--- src/rtl/dds_dac_spi.sv ---
// Serialises wave-ROM samples MSB-first to a TLC5615-style SPI DAC, with one pending-sample slot.
// Optional build macro DDS_DAC_SIGN_EN: treat samples as two's complement and convert to offset binary.
//
// state | meaning
// IDLE  | CS_N high, waiting for a pending or incoming sample
// SETUP | CS_N low, SCLK low, first bit on DIN for CLK_DIV cycles
// SHIFT | SCLK high/low phases, one bit per period, final low phase is CS hold
// GAP   | CS_N high for CS_GAP cycles before returning to IDLE
module dds_dac_spi #(
    parameter int DATA_W   = 10,
    parameter int PAD_BITS = 2,
    parameter int CLK_DIV  = 4,
    parameter int CS_GAP   = 2
) (
    input  logic              clk,
    input  logic              rst_n,
    input  logic [DATA_W-1:0] sample_in,
    input  logic              sample_valid,
    output logic              dac_cs_n,
    output logic              dac_sclk,
    output logic              dac_din,
    output logic              busy,
    output logic              overrun
);

    localparam int N     = DATA_W + PAD_BITS;
    localparam int MAXC  = (CLK_DIV > CS_GAP) ? CLK_DIV : CS_GAP;
    localparam int CNT_W = (MAXC > 1) ? $clog2(MAXC) : 1;
    localparam int BIT_W = $clog2(N);

    localparam logic [CNT_W-1:0] DIV_LD = CNT_W'(CLK_DIV - 1);
    localparam logic [CNT_W-1:0] GAP_LD = CNT_W'(CS_GAP - 1);
    localparam logic [BIT_W-1:0] BIT_LD = BIT_W'(N - 1);

    typedef enum logic [1:0] {
        IDLE  = 2'd0,
        SETUP = 2'd1,
        SHIFT = 2'd2,
        GAP   = 2'd3
    } state_t;

    state_t            state_q;
    logic [N-1:0]      shift_q;
    logic [N-1:0]      frame_d;
    logic [CNT_W-1:0]  div_q;
    logic [BIT_W-1:0]  bit_q;
    logic [DATA_W-1:0] pend_q;
    logic              pend_full_q;
    logic              cs_n_q;
    logic              sclk_q;
    logic              din_q;
    logic              busy_q;
    logic              overrun_q;

    function automatic logic [N-1:0] to_frame(input logic [DATA_W-1:0] s);
        logic [DATA_W-1:0] v;
        v = s;
`ifdef DDS_DAC_SIGN_EN
        v[DATA_W-1] = ~v[DATA_W-1];
`endif
        return N'(v) << PAD_BITS;
    endfunction

    // The pending slot has priority over a fresh sample when leaving IDLE.
    always_comb begin
        frame_d = to_frame(pend_full_q ? pend_q : sample_in);
    end

    always_ff @(posedge clk or negedge rst_n) begin
        if (!rst_n) begin
            state_q     <= IDLE;
            shift_q     <= '0;
            div_q       <= '0;
            bit_q       <= '0;
            pend_q      <= '0;
            pend_full_q <= 1'b0;
            cs_n_q      <= 1'b1;
            sclk_q      <= 1'b0;
            din_q       <= 1'b0;
            busy_q      <= 1'b0;
            overrun_q   <= 1'b0;
        end else begin
            overrun_q <= 1'b0;

            if (state_q != IDLE && sample_valid) begin
                pend_q      <= sample_in;
                pend_full_q <= 1'b1;
                if (pend_full_q) begin
                    overrun_q <= 1'b1;
                end
            end

            case (state_q)
                IDLE: begin
                    if (pend_full_q || sample_valid) begin
                        shift_q <= frame_d;
                        din_q   <= frame_d[N-1];
                        cs_n_q  <= 1'b0;
                        sclk_q  <= 1'b0;
                        busy_q  <= 1'b1;
                        div_q   <= DIV_LD;
                        bit_q   <= BIT_LD;
                        state_q <= SETUP;
                        if (pend_full_q) begin
                            pend_full_q <= sample_valid;
                            pend_q      <= sample_in;
                        end
                    end
                end

                SETUP: begin
                    if (div_q == '0) begin
                        sclk_q  <= 1'b1;
                        div_q   <= DIV_LD;
                        state_q <= SHIFT;
                    end else begin
                        div_q <= div_q - CNT_W'(1);
                    end
                end

                SHIFT: begin
                    if (div_q != '0) begin
                        div_q <= div_q - CNT_W'(1);
                    end else if (sclk_q) begin
                        sclk_q <= 1'b0;
                        div_q  <= DIV_LD;
                        // Last bit: drive 0 through the CS hold phase.
                        if (bit_q == '0) begin
                            din_q <= 1'b0;
                        end else begin
                            shift_q <= shift_q << 1;
                            din_q   <= shift_q[N-2];
                        end
                    end else if (bit_q == '0) begin
                        cs_n_q  <= 1'b1;
                        div_q   <= GAP_LD;
                        state_q <= GAP;
                    end else begin
                        bit_q  <= bit_q - BIT_W'(1);
                        sclk_q <= 1'b1;
                        div_q  <= DIV_LD;
                    end
                end

                GAP: begin
                    if (div_q == '0) begin
                        busy_q  <= 1'b0;
                        state_q <= IDLE;
                    end else begin
                        div_q <= div_q - CNT_W'(1);
                    end
                end

                default: begin
                    state_q <= IDLE;
                    cs_n_q  <= 1'b1;
                    sclk_q  <= 1'b0;
                    din_q   <= 1'b0;
                    busy_q  <= 1'b0;
                end
            endcase
        end
    end

    assign dac_cs_n = cs_n_q;
    assign dac_sclk = sclk_q;
    assign dac_din  = din_q;
    assign busy     = busy_q;
    assign overrun  = overrun_q;

endmodule

--- config.mk ---
export PLATFORM = sky130hd
export DESIGN_NAME = dds_dac_spi
export DESIGN_NICKNAME = d
export VERILOG_FILES = /design/src/rtl/dds_dac_spi.sv
export SDC_FILE = /design/constraint.sdc
export NUM_CORES = 1
export LEC_CHECK = 0
export ABC_AREA = 1
export CAP_MARGIN = 20
export CELL_PAD_IN_SITES_DETAIL_PLACEMENT = 0
export CELL_PAD_IN_SITES_GLOBAL_PLACEMENT = 2
export CORE_MARGIN = 2
export CORE_UTILIZATION = 32
export CTS_BUF_LIST = sky130_fd_sc_hd__clkbuf_16
export CTS_CLUSTER_DIAMETER = 50
export DETAILED_ROUTE_END_ITERATION = 7
export GPL_ROUTABILITY_DRIVEN = 0
export MAX_ROUTING_LAYER = met4
export PLACE_DENSITY = 0.75
export SETUP_SLACK_MARGIN = 0.3
export SYNTH_ARGS = -nofsm -noshare
export SYNTH_HDL_FRONTEND = slang
export SYNTH_SLANG_ARGS = --single-unit
export TNS_END_PERCENT = 5
--- constraint.sdc ---
create_clock -name clk -period 1.9 [get_ports clk]
set_input_delay 0.19 -clock clk [delete_from_list [all_inputs] [get_ports clk]]
set_output_delay 0.19 -clock clk [all_outputs]
set_load 0.005 [all_outputs]
Yosys cells after proc, flatten, opt, wreduce, memory -nomap -nowiden

Index checks and enable logic that the tools add are counted.

Register bits: 35
Bits of input ports: 13
Output and inout port bits: 5
Logic and storage cells: 96

Equality and inequality tests: 12
Multiplexer cells: 53
$add $sub $neg: 2
Reductions and logical operators: 18

Operators with widths:

| cell                                                                  | number |
|---|---|
| 10-bit two-way mux                                                    | 5 |
| 11-bit two-way mux                                                    | 4 |
| 2-bit two-way mux                                                     | 12 |
| 11-bit one-hot mux with 2 select lines                                | 1 |
| 1-bit two-way mux                                                     | 20 |
| 2-bit != test, second input constant                                  | 9 |
| 4-bit two-way mux                                                     | 4 |
| 2-bit one-hot mux with 4 select lines                                 | 2 |
| 5-bit AND reduction                                                   | 3 |
| 4-bit one-hot mux with 2 select lines                                 | 1 |
| 4-bit AND reduction                                                   | 2 |
| 2-bit nonzero test                                                    | 4 |
| 1-bit one-hot mux with 2 select lines                                 | 3 |
| 6-bit AND reduction                                                   | 1 |
| 2-bit equality test, second input constant                            | 2 |
| 2-bit logical NOT                                                     | 2 |
| 4-bit logical NOT                                                     | 1 |
| 4-bit by 1-bit subtractor with 4-bit output, second input constant    | 1 |
| 1-bit one-hot mux with 3 select lines                                 | 1 |
| 3-bit AND reduction                                                   | 1 |
| 3-bit nonzero test                                                    | 1 |
| 2-bit by 1-bit equality test with 1-bit output, second input constant | 1 |
| 2-bit AND reduction                                                   | 1 |
| 2-bit by 1-bit subtractor with 2-bit output, second input constant    | 1 |
| other kinds (2)                                                       | 2 |

Depth between registers and ports, before layout

Word-level depth: 6
Depth in mapped cells: 9

Worst setup path before layout

No wires, ideal clock.

Path kind: register to register
Start point: reg state_q[0]
End point: reg shift_q[2]
Slack: 487 ps
Arrival time: 1,291 ps
Stages on the path, launching flop included: 10
Clock period less this slack: 1,413 ps
Path buffers: 1
Cell sequence: dfrtp_1 inv_1 ha_1 buf_4 nand2_1 nand2_4 nor2_8 nand2_4 nand2_1 nand2_1

Longest elaborated chain between the ends: 3
Elaborated cells on any way between the ends: 9

Ends and longest elaborated chain:

| item                                                          | RTL line | source |
|---|---|---|
| from (decl)                                                   | 42       | `state_t state_q;` |
| from (signal assigned)                                        | 71       | `state_q <= IDLE;` |
| from (signal assigned)                                        | 103      | `state_q <= SETUP;` |
| from (signal assigned)                                        | 115      | `state_q <= SHIFT;` |
| 2-bit equality test or 2-bit logical NOT (tied branches)      | 93       | `case (state_q)` |
| 2-bit != test (no line) or 2-bit nonzero test (tied branches) | --       |  |
| 5-bit AND reduction (no line)                                 | --       |  |
| to (signal assigned)                                          | 96       | `shift_q <= frame_d;` |
| to (signal assigned)                                          | 131      | `shift_q <= shift_q << 1;` |
| to (decl)                                                     | 43       | `logic [N-1:0] shift_q;` |

Parallel ways exist; a longest one is shown, timed or not.
A chain may end at the register's enable or synchronous reset.

Worst setup path after layout

Start point: reg sclk_q (netlist: dac_sclk)
End point: out dac_sclk

RTL lines:

| item                   | RTL line | source |
|---|---|---|
| from (decl)            | 50       | `logic sclk_q;` |
| from (signal assigned) | 78       | `sclk_q <= 1'b0;` |
| from (signal assigned) | 99       | `sclk_q <= 1'b0;` |
| from (signal assigned) | 113      | `sclk_q <= 1'b1;` |
| to (decl)              | 20       | `output logic dac_sclk,` |

No word-level cell between the ends.

==> reports/qor.csv <==
stage;metric;value;unit
outcome;status;complete, no violations;
power;cellLeakagePower;1.26;nW
routing;via_count;1658;
layout;fin_nets;309;
worst_setup_path;timing.critical_path.fanout_max;5;
layout;area_growth;26.6;%
yosys;yosysWarnings;0;
global_route;track_usage;16.4;%
yosys;synth.most_common_cell;nand2_1;
floorplanning;io-pin-count;18;
cts;cts.path.max_buffers;2;
floorplanning;coreArea;5850;um^2
cts;clkTransAtPathRegs;0.05;ns
yosys;synth_top_area_share;41.9;%
global_route;grt_first_pass_wirelength;7900;um
worst_setup_path;cp-start-kind;flip-flop;
global_route;overflow;0;
yosys;syn_inst;261;
routing;drt_iter0_drc;83;
min_path;hp-class;input port to asynchronous set/reset pin;
timing;drv_slew;0;
layout;post-route-util;41.3;%
routing;drc;0;
timing;fin_skew;0.00214;ns
timing;finalSetupViolCount;0;
worst_setup_path;crit_arrival;1.31;ns
layout;diodes;0;
worst_setup_path;endpoint_kind;output pin;
global_route;grt_max_degree;34;
worst_setup_path;worst-path-buf-inv;1;
global_route;grt_pass1_vias;1657;
cts;numCtsBuffers;5;
worst_setup_path;required;1.71;ns
floorplanning;dieArea;6600;um^2
timing;tns;0;ns
timing;rsz0062_at_grt;false;
timing;tightest_slew;0.436;ns
worst_setup_path;r2r_setup_slack;0.42;ns
floorplanning;die_x;81.2;um
timing;final-hold-violation-count;0;
yosys;synth_area_leader_cell;dfrtp_1;
timing;fin_hold_ws;0.326;ns
timing;relSlewSlack;70.9;%
yosys;seq_area_frac_synth;43.3;%
yosys;ys.flop_type;dfrtp_1;
worst_setup_path;r2r_start;state_q[0]$_DFFE_PN0P_;
cts;root_buffer;clkbuf_16;
timing;final.min_clock_period;1.50;ns
yosys;synth_edf_count;0;
power;ir_drop;0.843;mV
placement;io_buffers;17;
timing;max_freq;0.666;GHz
routing;wl;4560;um
cts;tritoncts;done;
global_route;antenna_found_initial;0;
routing;vias_per_cell;4.55;
cts;cts_max_level;2;
floorplanning;rows;28;
job;maxCapViolations;0;
worst_setup_path;worst_path_max_delay_cell;clkdlybuf4s50_1;
timing;timing.final.crit_share;79.0;%
routing;wl_per_cell;12.5;um
worst_setup_path;cp_slowest_stage_delay;0.56;ns
power;total_power;4.75;mW
yosys;avgSynthCellArea;7.32;um^2
worst_setup_path;crit_chain;clkdlybuf4s50_1;
routing;first_pass_iters;4;
routing;ant_nets;0;
layout;final_layout_size_suffix_gt1_share;13.5;%
yosys;synthArstFlopShare;100;%
yosys;synth_seq_cells;33;
worst_setup_path;timing.rr.end;shift_q[2]$_DFFE_PN0P_;
placement;dp_hpwl;3250;um
worst_setup_path;criticalPathCategory;flip-flop to output pin;
worst_setup_path;rr_worst_depth;8;
yosys;synth_nets;282;
floorplanning;die_h;81.2;um
cts;clock-sinks;33;
cts;insertion_delay;0.27;ns
floorplanning;start_util;32.6;%
yosys;synth.area.top_cells;dfrtp_1 (42%), nand2_1 (20%), inv_1 (6.1%), nand3_1 (6.0%), ha_1 (5.2%);
yosys;synthTopCellsByCount;nand2_1 (100), dfrtp_1 (32), inv_1 (31);
yosys;synth.distinct_cells;23;
yosys;syn-cell-area;1910;um^2
power;powerDensity;1960;nW/um^2
worst_setup_path;path_delay_family;buffers and inverters;
layout by cell type (no fill, tap or decap), types with 2 or more instances in the layout:
cell	count
a21oi_1	4
buf_4	6
clkbuf_16	5
clkdlybuf4s50_1	17
clkinv_1	2
dfrtp_1	31
ha_1	5
ha_4	3
inv_1	29
inv_2	6
nand2_1	99
nand2_2	4
nand2_4	4
nand3_1	23
nor2_1	12
nor2_2	2
o21ai_0	19
o21ai_1	4
power breakdown:
group / switching (mW) / internal (mW) / leakage [nW]
combinational: 1.61 / 1.10 / 0.791
sequential: 0.206 / 1.08 / 0.399
clock: 0.285 / 0.473 / 0.0687
total: 2.10 / 2.65 / 1.26
state kept, by name, indices dropped and copies added, names as in the netlist, 2 cells and up:
signal	count
pend_q	10
div_q	2
bit_q	4
shift_q	9
state_q	2
cell families after synthesis:
group                      Yosys count  share of synthesized area (%)
and+or+nand+nor                    147                           33.8
DFF                                 33                           43.3
xor gates and xnor gates             1                          0.459
adders and majority gates            8                           5.24
AOI/OAI and AO/OA                   31                           8.45
buffers and inverters               41                           8.71
worst max-delay path by stage:
stage,depth (start not counted),to,startpoint
after global routing,8,shift_q[10]$_DFFE_PN0P_,state_q[0]$_DFFE_PN0P_
after detailed placement,7,shift_q[2]$_DFFE_PN0P_,state_q[1]$_DFFE_PN0P_
after CTS,8,shift_q[2]$_DFFE_PN0P_,state_q[0]$_DFFE_PN0P_
after floorplan,9,shift_q[2]$_DFFE_PN0P_,state_q[0]$_DFFE_PN0P_
final,1,dac_sclk,dac_sclk$_DFFE_PN0P_
after global placement,7,shift_q[2]$_DFFE_PN0P_,state_q[1]$_DFFE_PN0P_
metrics by stage:
stage	cell area (um^2)	setup WS, ns	std cells
floorplan	1910	0.487	261
global placement	2180	0.253	352
detailed placement	2180	0.241	352
CTS	2320	0.302	360
global route	2420	0.303	364
finish	2420	0.398	364
repair_timing:
action | 4_1_cts | 5_1_grt
pin swaps | 0 | 2
setup buffers | 0 | 4
resized for setup | 2 | 13
setup endpoints to repair | 14 | 19
hold buffers | 0 | 0
layer usage:
metal  track usage [%]  up-vias  share of wire, %
met2              27.4       19                49
met5                 -        -                 0
met4              4.07        0               1.2
met1              20.1      770                47
met3              3.67        6               2.2
li1                  -      863                 -
layout make-up:
| cell class | instances | area, um^2 |
|---|---|---|
| fillers | 610 | 3430 |
| inverters | 35 | 131 |
| flip-flops and latches | 33 | 828 |
| multi-input cells | 187 | 965 |
| well taps | 75 | 93.8 |
| repair buffers | 26 | 262 |
| clock buffers | 5 | 125 |
| clock inverters | 3 | 12.5 |
Note: power is estimated with default switching activity, not from simulation.
